File: src/rtl/dcache_sweep_ctrl.sv
// Invalidation sequencer: walks every set of the L1 D-cache and clears valid/dirty for all ways.
// Optional define DCACHE_SWEEP_THROTTLE_EN inserts a one-cycle gap after every non-final write.
module dcache_sweep_ctrl #(
    parameter int unsigned SET_ASSOC   = 8,
    parameter int unsigned INDEX_WIDTH = 12,
    parameter int unsigned BYTE_OFFSET = 4,
    parameter int unsigned NUM_WORDS   = 2**(INDEX_WIDTH-BYTE_OFFSET)
) (
    input  logic                     clk_i,
    input  logic                     rst_ni,
    input  logic                     start_i,
    input  logic                     gnt_i,
    output logic [SET_ASSOC-1:0]     req_o,
    output logic [INDEX_WIDTH-1:0]   addr_o,
    output logic                     we_o,
    output logic [8*SET_ASSOC-1:0]   vldrty_be_o,
    output logic                     busy_o,
    output logic                     done_o
);

    localparam int unsigned IDX_W = (NUM_WORDS > 1) ? $clog2(NUM_WORDS) : 1;
    localparam logic [IDX_W-1:0] LAST_IDX = IDX_W'(NUM_WORDS - 1);

`ifdef DCACHE_SWEEP_THROTTLE_EN
    typedef enum logic [2:0] {
        RST_DLY = 3'd0, SWEEP = 3'd1, GAP = 3'd2, DONE = 3'd3, IDLE = 3'd4
    } state_e;
`else
    typedef enum logic [2:0] {
        RST_DLY = 3'd0, SWEEP = 3'd1, DONE = 3'd3, IDLE = 3'd4
    } state_e;
`endif

    // Valid and dirty occupy the two lowest byte lanes of each way's slot.
    function automatic logic [8*SET_ASSOC-1:0] vldrty_mask();
        logic [8*SET_ASSOC-1:0] m;
        m = '0;
        for (int i = 0; i < int'(SET_ASSOC); i++) begin
            m[8*i]   = 1'b1;
            m[8*i+1] = 1'b1;
        end
        return m;
    endfunction

    function automatic logic [INDEX_WIDTH-1:0] idx_to_addr(input logic [IDX_W-1:0] idx);
        logic [INDEX_WIDTH+IDX_W-1:0] wide;
        wide = {{INDEX_WIDTH{1'b0}}, idx} << BYTE_OFFSET;
        return wide[INDEX_WIDTH-1:0];
    endfunction

    state_e                   state_r, state_nxt_s;
    logic [IDX_W-1:0]         idx_r, idx_nxt_s;
    logic                     pending_r, pending_nxt_s;

    logic                     sweeping_nxt_s;
    logic [SET_ASSOC-1:0]     req_r;
    logic [INDEX_WIDTH-1:0]   addr_r;
    logic                     we_r;
    logic [8*SET_ASSOC-1:0]   be_r;
    logic                     busy_r;
    logic                     done_r;

    // Next-state, index and pending-request logic.
    always_comb begin
        state_nxt_s   = state_r;
        idx_nxt_s     = idx_r;
        pending_nxt_s = pending_r;
        case (state_r)
            RST_DLY: begin
                if (start_i) begin
                    pending_nxt_s = 1'b1;
                end else begin
                    pending_nxt_s = pending_r;
                end
                state_nxt_s = SWEEP;
                idx_nxt_s   = '0;
            end
            SWEEP: begin
                if (start_i) begin
                    pending_nxt_s = 1'b1;
                end else begin
                    pending_nxt_s = pending_r;
                end
                if (gnt_i) begin
                    if (idx_r == LAST_IDX) begin
                        idx_nxt_s = '0;
                        if (pending_r) begin
                            // Request arrived mid-pass: a fresh full pass starts now.
                            pending_nxt_s = 1'b0;
                            state_nxt_s   = SWEEP;
                        end else begin
                            state_nxt_s   = DONE;
                        end
                    end else begin
                        idx_nxt_s = idx_r + IDX_W'(1);
`ifdef DCACHE_SWEEP_THROTTLE_EN
                        state_nxt_s = GAP;
`else
                        state_nxt_s = SWEEP;
`endif
                    end
                end else begin
                    state_nxt_s = SWEEP;
                end
            end
`ifdef DCACHE_SWEEP_THROTTLE_EN
            GAP: begin
                if (start_i) begin
                    pending_nxt_s = 1'b1;
                end else begin
                    pending_nxt_s = pending_r;
                end
                state_nxt_s = SWEEP;
            end
`endif
            DONE: begin
                // A request landing on the final grant is still honoured here.
                if (start_i || pending_r) begin
                    state_nxt_s   = SWEEP;
                    idx_nxt_s     = '0;
                    pending_nxt_s = 1'b0;
                end else begin
                    state_nxt_s   = IDLE;
                end
            end
            IDLE: begin
                if (start_i) begin
                    state_nxt_s = SWEEP;
                    idx_nxt_s   = '0;
                end else begin
                    state_nxt_s = IDLE;
                end
            end
            default: begin
                state_nxt_s   = RST_DLY;
                idx_nxt_s     = '0;
                pending_nxt_s = 1'b0;
            end
        endcase
    end

    assign sweeping_nxt_s = (state_nxt_s == SWEEP);

    // State, index and registered-output flops; outputs are precomputed from next state.
    always_ff @(posedge clk_i or negedge rst_ni) begin
        if (!rst_ni) begin
            state_r   <= RST_DLY;
            idx_r     <= '0;
            pending_r <= 1'b0;
            req_r     <= '0;
            addr_r    <= '0;
            we_r      <= 1'b0;
            be_r      <= '0;
            busy_r    <= 1'b1;
            done_r    <= 1'b0;
        end else begin
            state_r   <= state_nxt_s;
            idx_r     <= idx_nxt_s;
            pending_r <= pending_nxt_s;
            req_r     <= {SET_ASSOC{sweeping_nxt_s}};
            addr_r    <= sweeping_nxt_s ? idx_to_addr(idx_nxt_s) : '0;
            we_r      <= sweeping_nxt_s;
            be_r      <= sweeping_nxt_s ? vldrty_mask() : '0;
            busy_r    <= (state_nxt_s != IDLE);
            done_r    <= (state_nxt_s == DONE);
        end
    end

    assign req_o       = req_r;
    assign addr_o      = addr_r;
    assign we_o        = we_r;
    assign vldrty_be_o = be_r;
    assign busy_o      = busy_r;
    assign done_o      = done_r;

endmodule

File: config.mk
export PLATFORM = sky130hd
export DESIGN_NAME = dcache_sweep_ctrl
export DESIGN_NICKNAME = d
export VERILOG_FILES = /design/src/rtl/dcache_sweep_ctrl.sv
export SDC_FILE = /design/constraint.sdc
export NUM_CORES = 1
export LEC_CHECK = 0
export CAP_MARGIN = 20
export CORE_AREA = 5 5 69 71
export CTS_CLUSTER_DIAMETER = 80
export DETAILED_ROUTE_END_ITERATION = 10
export DIE_AREA = 0 0 74 76
export PLACE_DENSITY = 0.9
export SLEW_MARGIN = 20
export SYNTH_ARGS = -nofsm -noshare
export SYNTH_HDL_FRONTEND = slang
export SYNTH_SLANG_ARGS = --single-unit
File: constraint.sdc
create_clock -name clk_i -period 2.1 [get_ports clk_i]
set_input_delay 0.42 -clock clk_i [delete_from_list [all_inputs] [get_ports clk_i]]
set_output_delay 0.42 -clock clk_i [all_outputs]
set_load 0.05 [all_outputs]
==> results.md <==
- Status: finished clean
- CP delay by family, top: buffers and inverters
- Period Utilization, post-route: 87.0%
- Maximum Capacitance Violations: 0
- CTS tree: yes
- Peak supply drop: 0.000639 V
- Post-Synth Simple-Gate Area: 11.0%
- Hold Crit Class: in -> async
- Hold-fix buffers at CTS: 0
- DRT Wirelength: 2.77 mm
- Antenna viol nets, final: 0
- Reg clk slew, reported paths: 0.07 ns
- Setup Fix Bufs, Post-CTS: 0
- XOR/XNOR Fraction of Synth Area: 2.22%
- FP Rows: 24
- CP Class: reg -> out
- Clock Skew: 0.00116 ns
- Initial core utilization: 37.9%
- Slew at the pin with the worst max-slew slack: 0.509 ns
- Slew headroom: 66.0%
- # resized after CTS: 0
- Crit start category: register
- Final Non-Filler Cells: 241
- Most frequent cells in the layout: 52 x conb_1, 26 x buf_12, 22 x dfrtp_1
- DP Worst Slack: 0.206 ns
- Area Overhead vs Synth: 24.2%
- Synth top area cells: buf_4 37%, dfrtp_1 35%, o21ai_1 2.2%
- Vias in the first global route: 864
- Die X-Extent: 74 um
- Final hold vios: 0
- Clock Sinks: 23
- Clock buffer depth: 2
- Pre-antenna DRT Iters: 5
- Gr usage total: 9.38%
- Worst-path maximum fanout: 1
- Crit path time final: 1.83 ns
- First-pass GRT wire length: 4.18 mm
- Antenna cells: 0
- LEAKAGE: 0.982 nW
- Yosys cell types: 34
- Largest family of logic cells by synthesized area: buffers and inverters
- Avg Synthesized Cell Area: 9.30 um2
- Total gr overflow: 0
- Placer Congestion: 0.836
- Post-Syn Instances: 170
- Slew Viols, Final: 0
- Placed insts: 237
- Crit path cell chain: clkdlybuf4s50_1
- Fin worst setup slack: 0.273 ns
- Hpwl dp: 2.13 mm
- Share of cells above drive strength 1: 20.6%
- Synth Area in Compound Gates: 10.2%
- Largest area contributor in the netlist: buf_4
- F_max: 547 MHz
- DRC Markers: 0
- Worst skew pair latency: 0.26 ns
- Max incr delay on CP: 0.80 ns
- Die area: 0.00562 mm2
- Initial antenna violation count: 0
- Worst Path Arrival: 1.41 ns
- Flops & latches, synth: 23
- Mux share of post-synthesis cell area: 0.633%
- CP bufs+invs: 1
- DR iter-0 viols: 21
- Synth Area in Adders: 0.791%
- RSZ-0062 raised after global routing: false
- Total power per unit cell area: 782 mW/mm2
- Critical-path top delay cell: clkdlybuf4s50_1
- Synthesized area: 0.00158 mm2
- Seq/Total Area, Yosys: 36.5%
- CTS Buf Count: 3
- Vias: 1010
- Worst Path Required: 1.68 ns
- DR WL/cell: 11.5 um
- Synth warnings: 0
- Nets@finish: 195
- I/O Buffers: 38
- Clock root cell: clkbuf_8
- Top cell type's share of synthesized area: 36.6%
- Die H: 76 um
- H-tree depth: 1
- Core Area: 0.00417 mm2
- Critical Path End Type: output pin
- Ports: 91
- Count of final setup violators: 0
- Setup TNS: 0 ns
- Final hold slack: 0.496 ns
- Commonest non-fill, non-tap cell in the layout: conb_1
- Largest net degree at the start of global routing: 26
- Vias per cell: 4.19
[logic make-up after synthesis]
family / after synthesis
buf+inv: 83
simple gates: 31
compound gates: 26
flops: 23
xor+xnor: 4
fa+ha+maj: 1
other cells: 1
mux: 1
[per-layer routing]
metal / vias up / GRT usage, % / routed length (um)
met5: - / 0 / 0
met4: 0 / 4.35 / 53
met3: 7 / 1.19 / 330
met2: 70 / 17.0 / 1440
met1: 463 / 10.5 / 947
li1: 470 / - / -
[synthesized netlist by cell type]
library cell   n
xnor2_1        3
nor3_1         1
buf_4         77
a21oi_2        2
a21oi_1        6
nor2_1         7
and2_1         1
conb_1         1
or3b_1         1
a311oi_1       1
mux2i_1        1
nand3_1        2
o31ai_1        2
ha_1           1
inv_1          4
o21ai_0        3
or3b_4         1
nand4_1        2
inv_2          1
nor3_2         1
a21o_1         2
o21ai_1        7
buf_6          1
or3_1          5
nand2_1        7
nand4bb_1      1
a41o_1         1
xor2_1         1
o22ai_1        1
dfstp_2        1
dfrtp_1       22
and4_1         1
nor2b_1        1
a41oi_1        1
[report_power, final]
part	internal, mW	switching [mW]	total, mW
clock	0.135	0.131	0.266
combinational	0.165	0.493	0.658
sequential	0.536	0.0765	0.613
total	0.836	0.701	1.54
[path summary, 6_finish.rpt]
kind | slack [ns] | startpoint | end | cells past startpoint
max in group asynchronous | 1.33 | rst_ni | busy_o | 2
min reg2reg | 0.52 | state_r[1] | pending_r | 1
max reg2reg | 0.44 | idx_r[0] | idx_r[0] | 5
min in group clk_i | 0.52 | state_r[1] | pending_r | 1
max | 0.27 | addr_o[8] | addr_o[8] | 1
min | 0.50 | rst_ni | state_r[2] | 2
[state kept, by name (all words and copies together), names as in the netlist]
signal / flops
addr_o: 8
busy_o: 1
done_o: 1
idx_r: 8
pending_r: 1
state_r: 3
vldrty_be_o: 1
[metrics by stage]
stage	util, %	instance area, um2	total power [mW]
6_report	47.1	1960	1.54
2_1_floorplan	-	1770	1.19
5_1_grt	47.1	1960	1.62
3_3_place_gp	46.0	1920	1.26
4_1_cts	47.1	1960	1.54
3_5_place_dp	46.0	1920	1.27
[cell type report]
type / count / area (um2)
inverters: 5 / 18.8
clock buffers: 4 / 45.0
fillers: 367 / 2210
multi-input cells: 115 / 588
flip-flops and latches: 23 / 577
well taps: 52 / 65.1
repair buffers: 42 / 671
(Power assumes the default switching activity.)
